$ cat src/rtl/sde_trigger_arbiter.sv
// sde_trigger_arbiter: merges masked SDE trigger pulses, allocates event buffers
// round-robin, enforces dead time, generates the ENABLE40 phase and counts lost triggers.
module sde_trigger_arbiter #(
    parameter int NUM_SRC   = 6,
    parameter int NUM_BUF   = 4,
    parameter int BUF_WIDTH = 2
) (
    input  logic                 CLK120,
    input  logic                 RST,
    input  logic [NUM_SRC-1:0]   SRC_TRIG,
    input  logic [NUM_SRC-1:0]   SRC_MASK,
    input  logic [15:0]          DEADTIME,
    input  logic                 BUF_RELEASE,
    input  logic [BUF_WIDTH-1:0] BUF_RELEASE_NUM,
    output logic [1:0]           ENABLE40,
    output logic                 TRIG,
    output logic [NUM_SRC-1:0]   TRIG_MASK,
    output logic [BUF_WIDTH-1:0] TRIG_BUF,
    output logic [NUM_BUF-1:0]   BUF_BUSY,
    output logic                 BUFS_FULL,
    output logic [15:0]          LOST_COUNT
);
    typedef enum logic [1:0] {IDLE, FIRE, DEAD} state_t;

    state_t               state_q;
    logic [1:0]           e40_q;
    logic                 trig_q;
    logic [NUM_SRC-1:0]   tmask_q;
    logic [BUF_WIDTH-1:0] tbuf_q;
    logic [BUF_WIDTH-1:0] wr_ptr_q;
    logic [NUM_BUF-1:0]   busy_q;
    logic [NUM_BUF-1:0]   busy_d;
    logic [15:0]          dead_q;
    logic [15:0]          lost_q;
    logic [NUM_SRC-1:0]   hits;
    logic                 hit_idle;
    logic                 accept;
    logic                 lost;
    logic [NUM_BUF-1:0]   rel_oh;
    logic [NUM_BUF-1:0]   alloc_oh;

    assign hits     = SRC_TRIG & SRC_MASK;
    assign hit_idle = (state_q == IDLE) && (|hits);
    // Full check deliberately uses the registered busy bits: a same-cycle release does not rescue.
    assign accept   = hit_idle && !busy_q[wr_ptr_q];
    assign lost     = hit_idle && busy_q[wr_ptr_q];

    always_comb begin
        rel_oh   = '0;
        alloc_oh = '0;
        if (BUF_RELEASE) rel_oh[BUF_RELEASE_NUM] = 1'b1;
        if (accept) alloc_oh[wr_ptr_q] = 1'b1;
        busy_d = (busy_q & ~rel_oh) | alloc_oh;
    end

    always_ff @(posedge CLK120) begin
        if (RST) begin
            state_q  <= IDLE;
            e40_q    <= 2'd0;
            trig_q   <= 1'b0;
            tmask_q  <= '0;
            tbuf_q   <= '0;
            wr_ptr_q <= '0;
            busy_q   <= '0;
            dead_q   <= '0;
            lost_q   <= '0;
        end else begin
            e40_q  <= (e40_q == 2'd2) ? 2'd0 : e40_q + 2'd1;
            busy_q <= busy_d;
            trig_q <= accept;
            if (lost && lost_q != 16'hFFFF) lost_q <= lost_q + 16'd1;
            if (accept) begin
                tmask_q  <= hits;
                tbuf_q   <= wr_ptr_q;
                wr_ptr_q <= wr_ptr_q + BUF_WIDTH'(1);
                dead_q   <= DEADTIME;
            end
            case (state_q)
                IDLE: if (accept) state_q <= FIRE;
                FIRE: state_q <= (dead_q != 16'd0) ? DEAD : IDLE;
                DEAD: begin
                    dead_q <= dead_q - 16'd1;
                    if (dead_q == 16'd1) state_q <= IDLE;
                end
                default: state_q <= IDLE;
            endcase
        end
    end

    assign ENABLE40   = e40_q;
    assign TRIG       = trig_q;
    assign TRIG_MASK  = tmask_q;
    assign TRIG_BUF   = tbuf_q;
    assign BUF_BUSY   = busy_q;
    assign BUFS_FULL  = busy_q[wr_ptr_q];
    assign LOST_COUNT = lost_q;
endmodule

$ cat config.mk
export PLATFORM = sky130hd
export DESIGN_NAME = sde_trigger_arbiter
export DESIGN_NICKNAME = d
export VERILOG_FILES = /design/src/rtl/sde_trigger_arbiter.sv
export SDC_FILE = /design/constraint.sdc
export NUM_CORES = 1
export LEC_CHECK = 0
export BUFFER_PORTS_ARGS = -buffer_cell sky130_fd_sc_hd__buf_2
export CAP_MARGIN = 30
export CELL_PAD_IN_SITES_DETAIL_PLACEMENT = 1
export CELL_PAD_IN_SITES_GLOBAL_PLACEMENT = 2
export CORE_ASPECT_RATIO = 1.75
export CORE_MARGIN = 2
export CORE_UTILIZATION = 27
export CTS_CLUSTER_DIAMETER = 120
export DETAILED_ROUTE_END_ITERATION = 8
export PLACE_DENSITY_LB_ADDON = 0.1
export SYNTH_ARGS = -nofsm -noshare
export SYNTH_HDL_FRONTEND = slang
export SYNTH_SLANG_ARGS = --single-unit
$ cat constraint.sdc
create_clock -name CLK120 -period 2 [get_ports CLK120]
set_input_delay 0.4 -clock CLK120 [delete_from_list [all_inputs] [get_ports CLK120]]
set_output_delay 0.4 -clock CLK120 [all_outputs]
set_load 0.005 [all_outputs]
==> report_table.html <==
<table>
<tr><th>Metric</th><th>Value</th></tr>
<tr><th colspan="2">Routing</th></tr>
<tr><td># DRC</td><td>0</td></tr>
<tr><td>Wire length after detailed routing</td><td>8450 um</td></tr>
<tr><td>1st-iter DRT viols</td><td>44</td></tr>
<tr><td>Detailed Routing Iterations Pass 1</td><td>4</td></tr>
<tr><td>Via density per instance</td><td>5.00</td></tr>
<tr><td>Routed wire per std cell</td><td>16.1 um</td></tr>
<tr><td>Vias post-DR</td><td>2621</td></tr>
<tr><td>Antenna viol nets, final</td><td>0</td></tr>
<tr><th colspan="2">Worst setup path</th></tr>
<tr><td>Slowest Stage Delay on Critical Path</td><td>560 ps</td></tr>
<tr><td>R2R Path End</td><td>dead_q[10]</td></tr>
<tr><td>Worst Reg2Reg Path Length in Cells</td><td>5</td></tr>
<tr><td>Required time of the worst setup path</td><td>2180 ps</td></tr>
<tr><td>Capture point of the worst path</td><td>dead_q[10]</td></tr>
<tr><td>Reg2Reg Launch Point</td><td>dead_q[5]</td></tr>
<tr><td>R2R setup slack</td><td>10 ps</td></tr>
<tr><td>Type of the worst setup path</td><td>reg -&gt; reg</td></tr>
<tr><td>Sum of buffers and inverters on the critical path</td><td>0</td></tr>
<tr><td>Slowest library cell on the worst path</td><td>sky130_fd_sc_hd__or4_4</td></tr>
<tr><td>Critical path arrival</td><td>2170 ps</td></tr>
<tr><td>Launching instance or port of the critical path</td><td>dead_q[5]</td></tr>
<tr><td>Cell family contributing the most delay on the critical path</td><td>simple AND/OR/NAND/NOR gates</td></tr>
<tr><td>Stages on worst setup path</td><td>5</td></tr>
<tr><td>Critical path launch point type</td><td>register</td></tr>
<tr><td>Max Fanout on Critical Path</td><td>4</td></tr>
<tr><td>Kind of capture point of the worst setup path</td><td>register</td></tr>
<tr><td>Cells along the critical path</td><td>or4_4 &gt; or4b_4 &gt; o31a_1 &gt; o21ai_1 &gt; a21oi_1</td></tr>
<tr><th colspan="2">Layout</th></tr>
<tr><td>Number of nets at the end of the flow</td><td>444</td></tr>
<tr><td>Area of the multi-input gates</td><td>1500 um^2</td></tr>
<tr><td>Diodes inserted</td><td>0</td></tr>
<tr><td>Fillers</td><td>1137</td></tr>
<tr><td>Area growth, synth to finish</td><td>40.1%</td></tr>
<tr><td>Share of layout cells above drive strength 1</td><td>36.6%</td></tr>
<tr><td>Post-layout util</td><td>39.2%</td></tr>
<tr><td>Sequential Area</td><td>1030 um^2</td></tr>
<tr><th colspan="2">Floorplanning</th></tr>
<tr><td>Die footprint</td><td>10200 um^2</td></tr>
<tr><td>IO Pins</td><td>65</td></tr>
<tr><td># rows</td><td>46</td></tr>
<tr><td>Standard cell core area</td><td>9090 um^2</td></tr>
<tr><td>Horizontal die dimension</td><td>77.3 um</td></tr>
<tr><td>Starting density of the core</td><td>27.9%</td></tr>
<tr><td>Die H</td><td>132 um</td></tr>
<tr><th colspan="2">Synthesis</th></tr>
<tr><td>Most used flip-flop cell after synthesis</td><td>sky130_fd_sc_hd__dfxtp_1</td></tr>
<tr><td>EDFF count, synth</td><td>0</td></tr>
<tr><td>Share of cell area taken by muxes after synthesis</td><td>1.72%</td></tr>
<tr><td>Synth top area share</td><td>40.2%</td></tr>
<tr><td>Adder-cell share of the synthesized area</td><td>3.94%</td></tr>
<tr><td>Number of instances in the synthesized netlist</td><td>304</td></tr>
<tr><td>Post-synth top area cell</td><td>sky130_fd_sc_hd__dfxtp_1</td></tr>
<tr><td>Cell types occupying the most area after synthesis</td><td>sky130_fd_sc_hd__dfxtp_1 (40%), sky130_fd_sc_hd__a21oi_1 (5.9%), sky130_fd_sc_hd__nor2_1 (4.9%), sky130_fd_sc_hd__xnor2_1 (4.1%), sky130_fd_sc_hd__ha_1 (3.9%)</td></tr>
<tr><td>Share of flip-flops with an asynchronous set or reset</td><td>0%</td></tr>
<tr><td>Fraction of the mapped netlist area in compound gates</td><td>20.7%</td></tr>
<tr><td>Distinct cells, synth</td><td>51</td></tr>
<tr><td>Main combinational cell family by area after synthesis</td><td>simple AND/OR/NAND/NOR gates</td></tr>
<tr><td>Netlist area before placement</td><td>2540 um^2</td></tr>
<tr><td>Count of state elements after synthesis</td><td>51</td></tr>
<tr><td>Syn avg cell area</td><td>8.36 um^2</td></tr>
<tr><td>Post-synthesis simple-gate area fraction</td><td>24.4%</td></tr>
<tr><td>Total of warnings raised by yosys</td><td>0</td></tr>
<tr><td>Sequential element share of the synthesized area</td><td>40.2%</td></tr>
<tr><td>Mapped Nets</td><td>345</td></tr>
<tr><td>Post-Synth XOR/XNOR Area</td><td>4.83%</td></tr>
<tr><th colspan="2">Clock network</th></tr>
<tr><td>TritonCTS clock tree</td><td>yes</td></tr>
<tr><td>H-tree levels</td><td>2</td></tr>
<tr><td>Sink count of the clock tree</td><td>51</td></tr>
<tr><td>Clock latency on the worst-skew pair</td><td>290 ps</td></tr>
<tr><td>Inserted Clock Buffers</td><td>5</td></tr>
<tr><td>Clock edge transition at the registers on the reported setup and hold paths</td><td>70 ps</td></tr>
<tr><td>Number of hold buffers added after CTS</td><td>0</td></tr>
<tr><td>Maximum number of buffers from clock root to sink</td><td>2</td></tr>
<tr><td>Root cell of the clock tree</td><td>sky130_fd_sc_hd__clkbuf_16</td></tr>
<tr><th colspan="2">Timing</th></tr>
<tr><td>Final count of pins violating max slew</td><td>0</td></tr>
<tr><td>RSZ-0062 raised after global routing</td><td>yes</td></tr>
<tr><td>Period Utilization, post-route</td><td>99.5%</td></tr>
<tr><td>Relative slew slack</td><td>71.6%</td></tr>
<tr><td>Count of final hold-check violations</td><td>0</td></tr>
<tr><td>Worst-margin pin slew</td><td>426 ps</td></tr>
<tr><td>Period minus WS final</td><td>1990 ps</td></tr>
<tr><td>Setup Skew</td><td>3.94 ps</td></tr>
<tr><td>Achievable clock frequency</td><td>503 MHz</td></tr>
<tr><td>Tightest hold margin</td><td>383 ps</td></tr>
<tr><td># setup viols final</td><td>0</td></tr>
<tr><th colspan="2">Global routing</th></tr>
<tr><td>Met2 GRT Util</td><td>34.1%</td></tr>
<tr><td>Total global-route track usage</td><td>16.9%</td></tr>
<tr><td>Global-route met3 utilization</td><td>2.40%</td></tr>
<tr><td>Number of antenna violations at the first check in global routing</td><td>0</td></tr>
<tr><td>Wire length of the first global-routing pass</td><td>13800 um</td></tr>
<tr><td>Busiest layer in global routing</td><td>met2</td></tr>
<tr><td>GR Overflow Total</td><td>0</td></tr>
<tr><td>Vias in the first global route</td><td>2713</td></tr>
<tr><td>Maximum number of pins on one net before global-route repair</td><td>21</td></tr>
<tr><td>Met1 Usage GRT</td><td>17.7%</td></tr>
<tr><th colspan="2">Outcome</th></tr>
<tr><td>Outcome</td><td>completed</td></tr>
<tr><th colspan="2">Flow run</th></tr>
<tr><td>Max-cap violations</td><td>0</td></tr>
<tr><th colspan="2">Power</th></tr>
<tr><td>Highest ir drop seen on vdd</td><td>0.559 mV</td></tr>
<tr><td>Static power due to leakage</td><td>1.50 nW</td></tr>
<tr><td>PwrDens</td><td>1360 nW/um^2</td></tr>
<tr><th colspan="2">Min path</th></tr>
<tr><td>Worst min path class</td><td>in -&gt; reg</td></tr>
<tr><th colspan="2">Placed design</th></tr>
<tr><td>Dpl hpwl</td><td>6640 um</td></tr>
<tr><td>Number of buffers added on ports</td><td>64</td></tr>
<tr><td>Weighted congestion at the end of routability-driven global placement</td><td>0.767</td></tr>
</table>
## kinds of logic after synthesis
kind of cell | count (synthesis)
simple gates | 123
compound gates | 77
flops | 51
buf+inv | 28
xor+xnor | 14
fa+ha+maj | 8
mux | 3
## tightest hold or removal path, delay by kind of cell
| kind | cells | cell delay [ps] |
|---|---|---|
| AND/OR/NAND/NOR | 1 | 60 |
| buffers and inverters | 1 | 110 |
| AO/OA/AOI/OAI | 1 | 50 |
## stage by stage
stage               instance area, um^2  TNS, ps  power [mW]  cells  setup slack, ps
finish                             3560        0        4.86    524             10.5
global route                       3560    -60.6        5.24    524            -51.2
CTS                                3500        0        4.84    523             12.0
detailed placement                 3310     -296        3.77    515             -103
global placement                   3310     -145        3.75    515            -41.1
floorplan                          2580    -16.3        2.78    304            -16.3
## flip-flops by register name, summed over array words and instances, names as in the netlist
name        flops
LOST_COUNT     16
dead_q         16
TRIG_MASK       6
BUF_BUSY        4
ENABLE40        2
TRIG_BUF        2
state_q         2
wr_ptr_q        2
TRIG            1
## routing by layer
layer	up-vias	part of all wire (%)
met2	32	59
li1	1305	-
met1	1278	38
met5	-	0
met4	0	1.1
met3	6	2.2
## power breakdown
group,total [mW],switching (mW),internal (mW)
logic,2.40,1.28,1.12
clock network,0.987,0.396,0.591
registers,1.47,0.198,1.27
total,4.86,1.87,2.98
## layout by cell type (no fill, tap or decap), types with 5 or more instances in the layout
| cell type | count |
|---|---|
| sky130_fd_sc_hd__nor2_1 | 33 |
| sky130_fd_sc_hd__a21oi_1 | 30 |
| sky130_fd_sc_hd__buf_2 | 64 |
| sky130_fd_sc_hd__dfxtp_1 | 47 |
| sky130_fd_sc_hd__a22oi_1 | 5 |
| sky130_fd_sc_hd__buf_4 | 45 |
| sky130_fd_sc_hd__o21ai_0 | 7 |
| sky130_fd_sc_hd__nand4_1 | 5 |
| sky130_fd_sc_hd__xnor2_1 | 12 |
| sky130_fd_sc_hd__nand2_1 | 24 |
| sky130_fd_sc_hd__inv_1 | 8 |
| sky130_fd_sc_hd__nor4_1 | 9 |
| sky130_fd_sc_hd__nor3_1 | 8 |
| sky130_fd_sc_hd__ha_1 | 8 |
| sky130_fd_sc_hd__nand2b_1 | 7 |
| sky130_fd_sc_hd__clkbuf_16 | 5 |
| sky130_fd_sc_hd__nand3_1 | 13 |
## cell usage after synthesis (8+ instances only)
master and n:
sky130_fd_sc_hd__nor4_1 12, sky130_fd_sc_hd__xnor2_1 12, sky130_fd_sc_hd__clkbuf_1 13, sky130_fd_sc_hd__o21ai_0 8, sky130_fd_sc_hd__inv_1 10, sky130_fd_sc_hd__a21oi_1 30
sky130_fd_sc_hd__nand2_1 24, sky130_fd_sc_hd__nor3_1 8, sky130_fd_sc_hd__nor2_1 33, sky130_fd_sc_hd__dfxtp_1 51, sky130_fd_sc_hd__nand3_1 14, sky130_fd_sc_hd__ha_1 8
## worst min-delay path by stage
stage                       startpoint  cells past startpoint      endpoint  slack (ps)
after floorplan            ENABLE40[0]                      1   ENABLE40[0]         450
after global placement    TRIG_MASK[0]                      2  TRIG_MASK[0]         440
after detailed placement   TRIG_BUF[1]                      2   TRIG_BUF[1]         450
after CTS                  SRC_MASK[3]                      3  TRIG_MASK[3]         380
after global routing       DEADTIME[2]                      2     dead_q[2]         390
final                      SRC_MASK[1]                      3  TRIG_MASK[1]         380
## layout make-up
type                       count  share of cell area, %
clock inverter                 3                   1.23
tap                          120                   4.22
timing repair buffer         110                   19.0
sequential                    51                   28.8
clock buffer                   5                   3.51
inverter                      10                   1.05
multi-input combinational    225                   42.1
## what timing repair did
action	CTS	global route
pin swaps	2	1
cloned	0	0
buffers inserted	0	1
resized for setup	7	12
setup endpoints to repair	6	9
(Power assumes the default switching activity.)
